<file path="config.mk">
export PLATFORM = sky130hd
export DESIGN_NAME = mul_csa_iter
export DESIGN_NICKNAME = d
export VERILOG_FILES = /design/src/rtl/mul_pkg.sv /design/src/rtl/mul_csa.sv /design/src/rtl/mul_csa_iter.sv
export SDC_FILE = /design/constraint.sdc
export NUM_CORES = 1
export LEC_CHECK = 0
export ABC_AREA = 1
export CORE_UTILIZATION = 40
export DETAILED_ROUTE_END_ITERATION = 12
export PLACE_DENSITY_LB_ADDON = 0.08
export SYNTH_ARGS = -nofsm -noshare
export SYNTH_HDL_FRONTEND = slang
export SYNTH_SLANG_ARGS = --single-unit
</file>
<file path="constraint.sdc">
create_clock -name CLK -period 3.39 [get_ports CLK]
set_clock_uncertainty 0.15 [all_clocks]
set_input_delay 0.339 -clock CLK [delete_from_list [all_inputs] [get_ports CLK]]
set_output_delay 0.339 -clock CLK [all_outputs]
set_load 0.02 [all_outputs]
</file>
<file path="src/rtl/mul_pkg.sv">
// Shared definitions for the iterative carry-save multiplier.
package mul_pkg;

    typedef enum logic [1:0] {
        IDLE    = 2'd0,
        ACCUM   = 2'd1,
        RESOLVE = 2'd2,
        DONE    = 2'd3
    } mul_state_t;

    localparam int DEF_MUL_WIDTH = 32;
    localparam int DEF_ACC_WIDTH = 2 * DEF_MUL_WIDTH;

    // Accumulator width needed to hold a full product of two w-bit operands.
    function automatic int acc_width_of(input int w);
        return 2 * w;
    endfunction

endpackage

</file>
<file path="src/rtl/mul_csa.sv">
// One 3:2 carry-save stage: reduces three addends to a sum and a carry word.
module mul_csa #(
    parameter int BIT_WIDTH = mul_pkg::DEF_ACC_WIDTH
) (
    input  logic [BIT_WIDTH-1:0] x_i,
    input  logic [BIT_WIDTH-1:0] y_i,
    input  logic [BIT_WIDTH-1:0] z_i,
    output logic [BIT_WIDTH-1:0] sum_o,
    output logic [BIT_WIDTH-1:0] carry_o
);

    logic [BIT_WIDTH-1:0] maj;

    assign maj     = (x_i & y_i) | (x_i & z_i) | (y_i & z_i);
    assign sum_o   = x_i ^ y_i ^ z_i;
    // Carry weight is one position up; the top carry falls off (mod 2^BIT_WIDTH).
    assign carry_o = {maj[BIT_WIDTH-2:0], 1'b0};

endmodule

</file>
<file path="src/rtl/mul_csa_iter.sv">
// Iterative sign-magnitude multiplier: one partial product per cycle folded
// into carry-save accumulators, then a single carry-propagate add at the end.
module mul_csa_iter
    import mul_pkg::*;
#(
    parameter int MUL_WIDTH = DEF_MUL_WIDTH
) (
    input  logic                 CLK,
    input  logic                 nRST,
    input  logic                 start,
    input  logic                 flush,
    input  logic [MUL_WIDTH-1:0] a,
    input  logic [MUL_WIDTH-1:0] b,
    input  logic                 a_signed,
    input  logic                 b_signed,
    input  logic                 high,
    output logic                 busy,
    output logic                 done,
    output logic [MUL_WIDTH-1:0] result
);

    localparam int ACC_WIDTH = acc_width_of(MUL_WIDTH);
    localparam int IDX_W     = $clog2(MUL_WIDTH);
    localparam int CNT_W     = IDX_W + 1;
    localparam logic [CNT_W-1:0] CNT_LAST = CNT_W'(MUL_WIDTH - 1);

    mul_state_t           state_q;
    logic [CNT_W-1:0]     cnt_q;
    logic [MUL_WIDTH-1:0] a_mag_q, b_mag_q;
    logic                 neg_q, high_q;
    logic [ACC_WIDTH-1:0] sum_q, carry_q;
    logic [MUL_WIDTH-1:0] result_q;

    logic                 a_neg_d, b_neg_d;
    logic [MUL_WIDTH-1:0] a_mag_d, b_mag_d;
    logic [ACC_WIDTH-1:0] pp_d, csa_sum_d, csa_carry_d;
    logic [ACC_WIDTH-1:0] prod_d, prod_signed_d;
    logic [MUL_WIDTH-1:0] result_d;

    // Operand magnitudes and product sign, captured when a multiply is accepted.
    always_comb begin
        a_neg_d = a_signed & a[MUL_WIDTH-1];
        b_neg_d = b_signed & b[MUL_WIDTH-1];
        a_mag_d = a_neg_d ? (~a + MUL_WIDTH'(1)) : a;
        b_mag_d = b_neg_d ? (~b + MUL_WIDTH'(1)) : b;
    end

    // Partial product for the current multiplier bit.
    always_comb begin
        pp_d = '0;
        if (b_mag_q[cnt_q[IDX_W-1:0]]) begin
            pp_d = {{(ACC_WIDTH-MUL_WIDTH){1'b0}}, a_mag_q} << cnt_q[IDX_W-1:0];
        end
    end

    mul_csa #(
        .BIT_WIDTH(ACC_WIDTH)
    ) u_csa (
        .x_i    (sum_q),
        .y_i    (carry_q),
        .z_i    (pp_d),
        .sum_o  (csa_sum_d),
        .carry_o(csa_carry_d)
    );

    // Final carry-propagate add, sign restore and half selection.
    always_comb begin
        prod_d        = sum_q + carry_q;
        prod_signed_d = neg_q ? (~prod_d + ACC_WIDTH'(1)) : prod_d;
        result_d      = high_q ? prod_signed_d[ACC_WIDTH-1:MUL_WIDTH]
                               : prod_signed_d[MUL_WIDTH-1:0];
    end

    // Control FSM with its datapath registers; flush returns to IDLE from anywhere.
    always_ff @(posedge CLK or negedge nRST) begin
        if (!nRST) begin
            state_q  <= IDLE;
            cnt_q    <= '0;
            a_mag_q  <= '0;
            b_mag_q  <= '0;
            neg_q    <= 1'b0;
            high_q   <= 1'b0;
            sum_q    <= '0;
            carry_q  <= '0;
            result_q <= '0;
        end else begin
            case (state_q)
                IDLE: begin
                    if (start && !flush) begin
                        a_mag_q <= a_mag_d;
                        b_mag_q <= b_mag_d;
                        neg_q   <= a_neg_d ^ b_neg_d;
                        high_q  <= high;
                        sum_q   <= '0;
                        carry_q <= '0;
                        cnt_q   <= '0;
                        state_q <= ACCUM;
                    end
                end
                ACCUM: begin
                    if (flush) begin
                        state_q <= IDLE;
                    end else begin
                        sum_q   <= csa_sum_d;
                        carry_q <= csa_carry_d;
                        cnt_q   <= cnt_q + CNT_W'(1);
                        if (cnt_q == CNT_LAST) begin
                            state_q <= RESOLVE;
                        end
                    end
                end
                RESOLVE: begin
                    if (flush) begin
                        state_q <= IDLE;
                    end else begin
                        result_q <= result_d;
                        state_q  <= DONE;
                    end
                end
                DONE: begin
                    state_q <= IDLE;
                end
                default: begin
                    state_q <= IDLE;
                end
            endcase
        end
    end

    assign busy   = (state_q != IDLE);
    assign done   = (state_q == DONE);
    assign result = result_q;

endmodule

</file>
==> qor.yml <==
tritoncts: "done"
ff2ff_path_depth: 19
clock_sink_count: 233
via_count_of_the_first_global_routing_pass: 23723
setup.worst_path.start_class: "flop"
post-route-period-util_pct: 98.2
drt_first_pass_iters: 7
yosysWarningCount: 0
gpl.final_weighted_congestion: 0.978
synthToLayoutAreaGrowth_pct: 31.1
crit_fanout: 4
grt_start_max_net_pins: 128
preCtsSetupSlack_ns: -0.470
first_iter_violations: 1267
worst_hold_class: "in -> async"
cts_max_path_buffers: 3
worst_setup_path_end_kind: "flop"
synthDominantAreaCellType: "dfrtp_1"
grt_antenna_before_repair: 0
setup_viol: 0
cts_buffers: 29
final_cell_mix: "nand2_1 (1,172), inv_1 (511), buf_4 (407)"
power.ir.vdd_worst_mv: 0.488
r2r_end: "result[1]"
h-tree-depth: 1
hold_ws_ns: 0.0929
final.fill_count: 5744
place_hpwl_um: 68600
critical_path.cell_chain: "ha_2 > fa_2 > buf_6 > nor2_4 > nor2_2 > nor2_1 > nand3_1 > nor2_1 > nand3_1 > nor2_2 > nand3_2 > nor2_4 > nand4_4 > o21ai_2 > or2_2 > nand3_1 > nand2_1 > nand2_1 > nand2_1"
cap_violations: 0
crit_arrival_ns: 3.72
timing.reg2reg.setup_slack_ns: 0.06
wl_final_um: 83000
pin_count: 105
portBuffers: 104
drive_above_1_share_pct: 20.7
netlist_top_cells_area: "dfrtp_1 (26%), nand2_1 (21%), inv_1 (8.6%)"
floorplan.core_area_sq_um: 55400
postSynthRegisterBits: 233
p_leak_nw: 14.9
synth-seq-area-share_pct: 25.9
critPathKind: "reg -> reg"
post_layout_nonfiller_instances: 4846
power-per-cell-area_nw_per_um2: 717
dp_cells: 4770
final_area_sq_um: 29600
cp_data_required_time_ns: 3.78
mappedNetlistNets: 3849
design.die.area_sq_um: 57300
ant_nets: 0
run_status: "completed"
post_dp_cell_area_sq_um: 27100
avgSynthCellArea_sq_um: 6.18
slowest_delay_ns: 0.39
placementRows: 86
top_area_cell_type_share_of_the_netlist_area_pct: 25.9
ys_types: 52
relSlewSlack_pct: 43.0
critical_path.reg2reg.startpoint: "carry_q[1]"
number_of_diodes_added_for_antenna_fixing: 0
grt_pass1_wl_um: 130000
final.setup.worst_slack_ns: 0.0603
clk_latency_ns: 0.60
routed-via-count: 24342
fmax_mhz: 300
timing.critical_path.slowest_stage_cell: "dfrtp_1"
gr-usage-all-layers_pct: 29.2
cts.root.buffer_cell: "clkbuf_16"
path_clk_slew_ns: 0.06
post-route-min-period_ns: 3.33
netlist_area_sq_um: 22500
finalMaxSlewViolations: 0
timing.final.hold_violations: 0
route.detailed.wl_per_inst_um: 17.1
syn_inst: 3648
design.final.nets: 4279
die_h_um: 239
setup_repair_after_global_routing_missed_its_margin: "yes"
horizontal_die_dimension_um: 239
worst-slew-pin-transition_ns: 0.854
final_common_cell: "nand2_1"
post-route-drc-count: 0
floorplan.initialDensity_pct: 40.7
globalRoute.totalOverflow: 0
via_per_inst: 5.02
timing repair:
action / CTS / global route
gates resized for setup: 105 / 218
gates cloned: 0 / 0
hold endpoints to repair: 193 / 0
buffers inserted: 7 / 17
hold buffers: 1 / 0
endpoints found under the setup margin: 30 / 58
pin swaps: 18 / 42
layout make-up:
cell class              count  area (sq um)  share of cell area, %
clock buffers              42           855                   2.89
clock inverters             9          83.8                  0.284
inverters                 542          2040                   6.90
multi-input cells        2750         15500                   52.5
flip-flops and latches    233          5830                   19.7
well taps                 748           936                   3.17
repair buffers            522          4290                   14.5
worst max-delay path by stage:
stage               slack (ns)  startpoint         end
finish                    0.06  carry_q[1]   result[1]
global route             -0.13    sum_q[1]  result[29]
CTS                     0.0007    sum_q[1]  result[20]
detailed placement       -0.47   sum_q[32]  result[13]
global placement         -0.48   sum_q[32]  result[13]
floorplan                 0.32    sum_q[1]   result[0]
cell families after synthesis:
kind of cell               after synthesis  share of synthesized area [%]
AOI/OAI and AO/OA                      533                           13.0
xor gates and xnor gates                63                           2.45
adders and majority gates              130                           9.31
buffers and inverters                  665                           11.2
DFF                                    233                           25.9
muxes                                    8                          0.355
and+or+nand+nor                       2016                           37.9
cell usage after synthesis (all sizes together):
library cell	count
nor3b	1
buf	17
nor2	369
clkinv	8
nand3	223
or3	1
a2bb2oi	8
clkbuf	106
mux2i	8
o211ai	3
a21oi	107
o22ai	54
ha	67
nand2	1291
nor4	4
o21ai	306
o41ai	1
a21boi	8
dfrtp	233
o21a	3
xnor2	23
and2	4
o21bai	3
a21o	3
nor3	64
and3	1
xor2	40
nand4	24
nand3b	11
fa	63
o31ai	19
o221ai	2
inv	534
a31oi	16
or2	23
per-stage QoR:
step	total power, mW	util [%]	TNS, ns
global route	22.9	53.3	-1.61
floorplan	11.6	-	0
CTS	20.5	51.5	0
detailed placement	16.8	48.9	-6.98
finish	21.2	53.3	0
global placement	16.7	48.9	-6.18
critical path, delay by kind of cell, from the launching register on:
kind | cells | cell delay [ns]
flops | 1 | 0.39
fa+ha+maj | 2 | 0.60
buf+inv | 1 | 0.14
simple gates | 15 | 1.78
compound gates | 1 | 0.20
layer usage:
metal	GRT usage [%]	wire, um	up-vias
met4	12.3	4100	0
met2	50.1	39400	521
met1	36.5	35500	11321
met5	0	0	-
met3	3.94	3910	162
li1	-	-	12338
state kept, by name (all words and copies together) (netlist names):
signal	flops
neg_q	1
state_q	2
sum_q	64
high_q	1
a_mag_q	32
carry_q	63
b_mag_q	32
result	32
cnt_q	6
power by group:
part | switching (mW) | total, mW | internal [mW]
combinational | 8.48 | 13.9 | 5.46
sequential | 0.590 | 4.14 | 3.55
clock | 1.30 | 3.11 | 1.81
No activity file was read; power rests on OpenSTA's default activity.
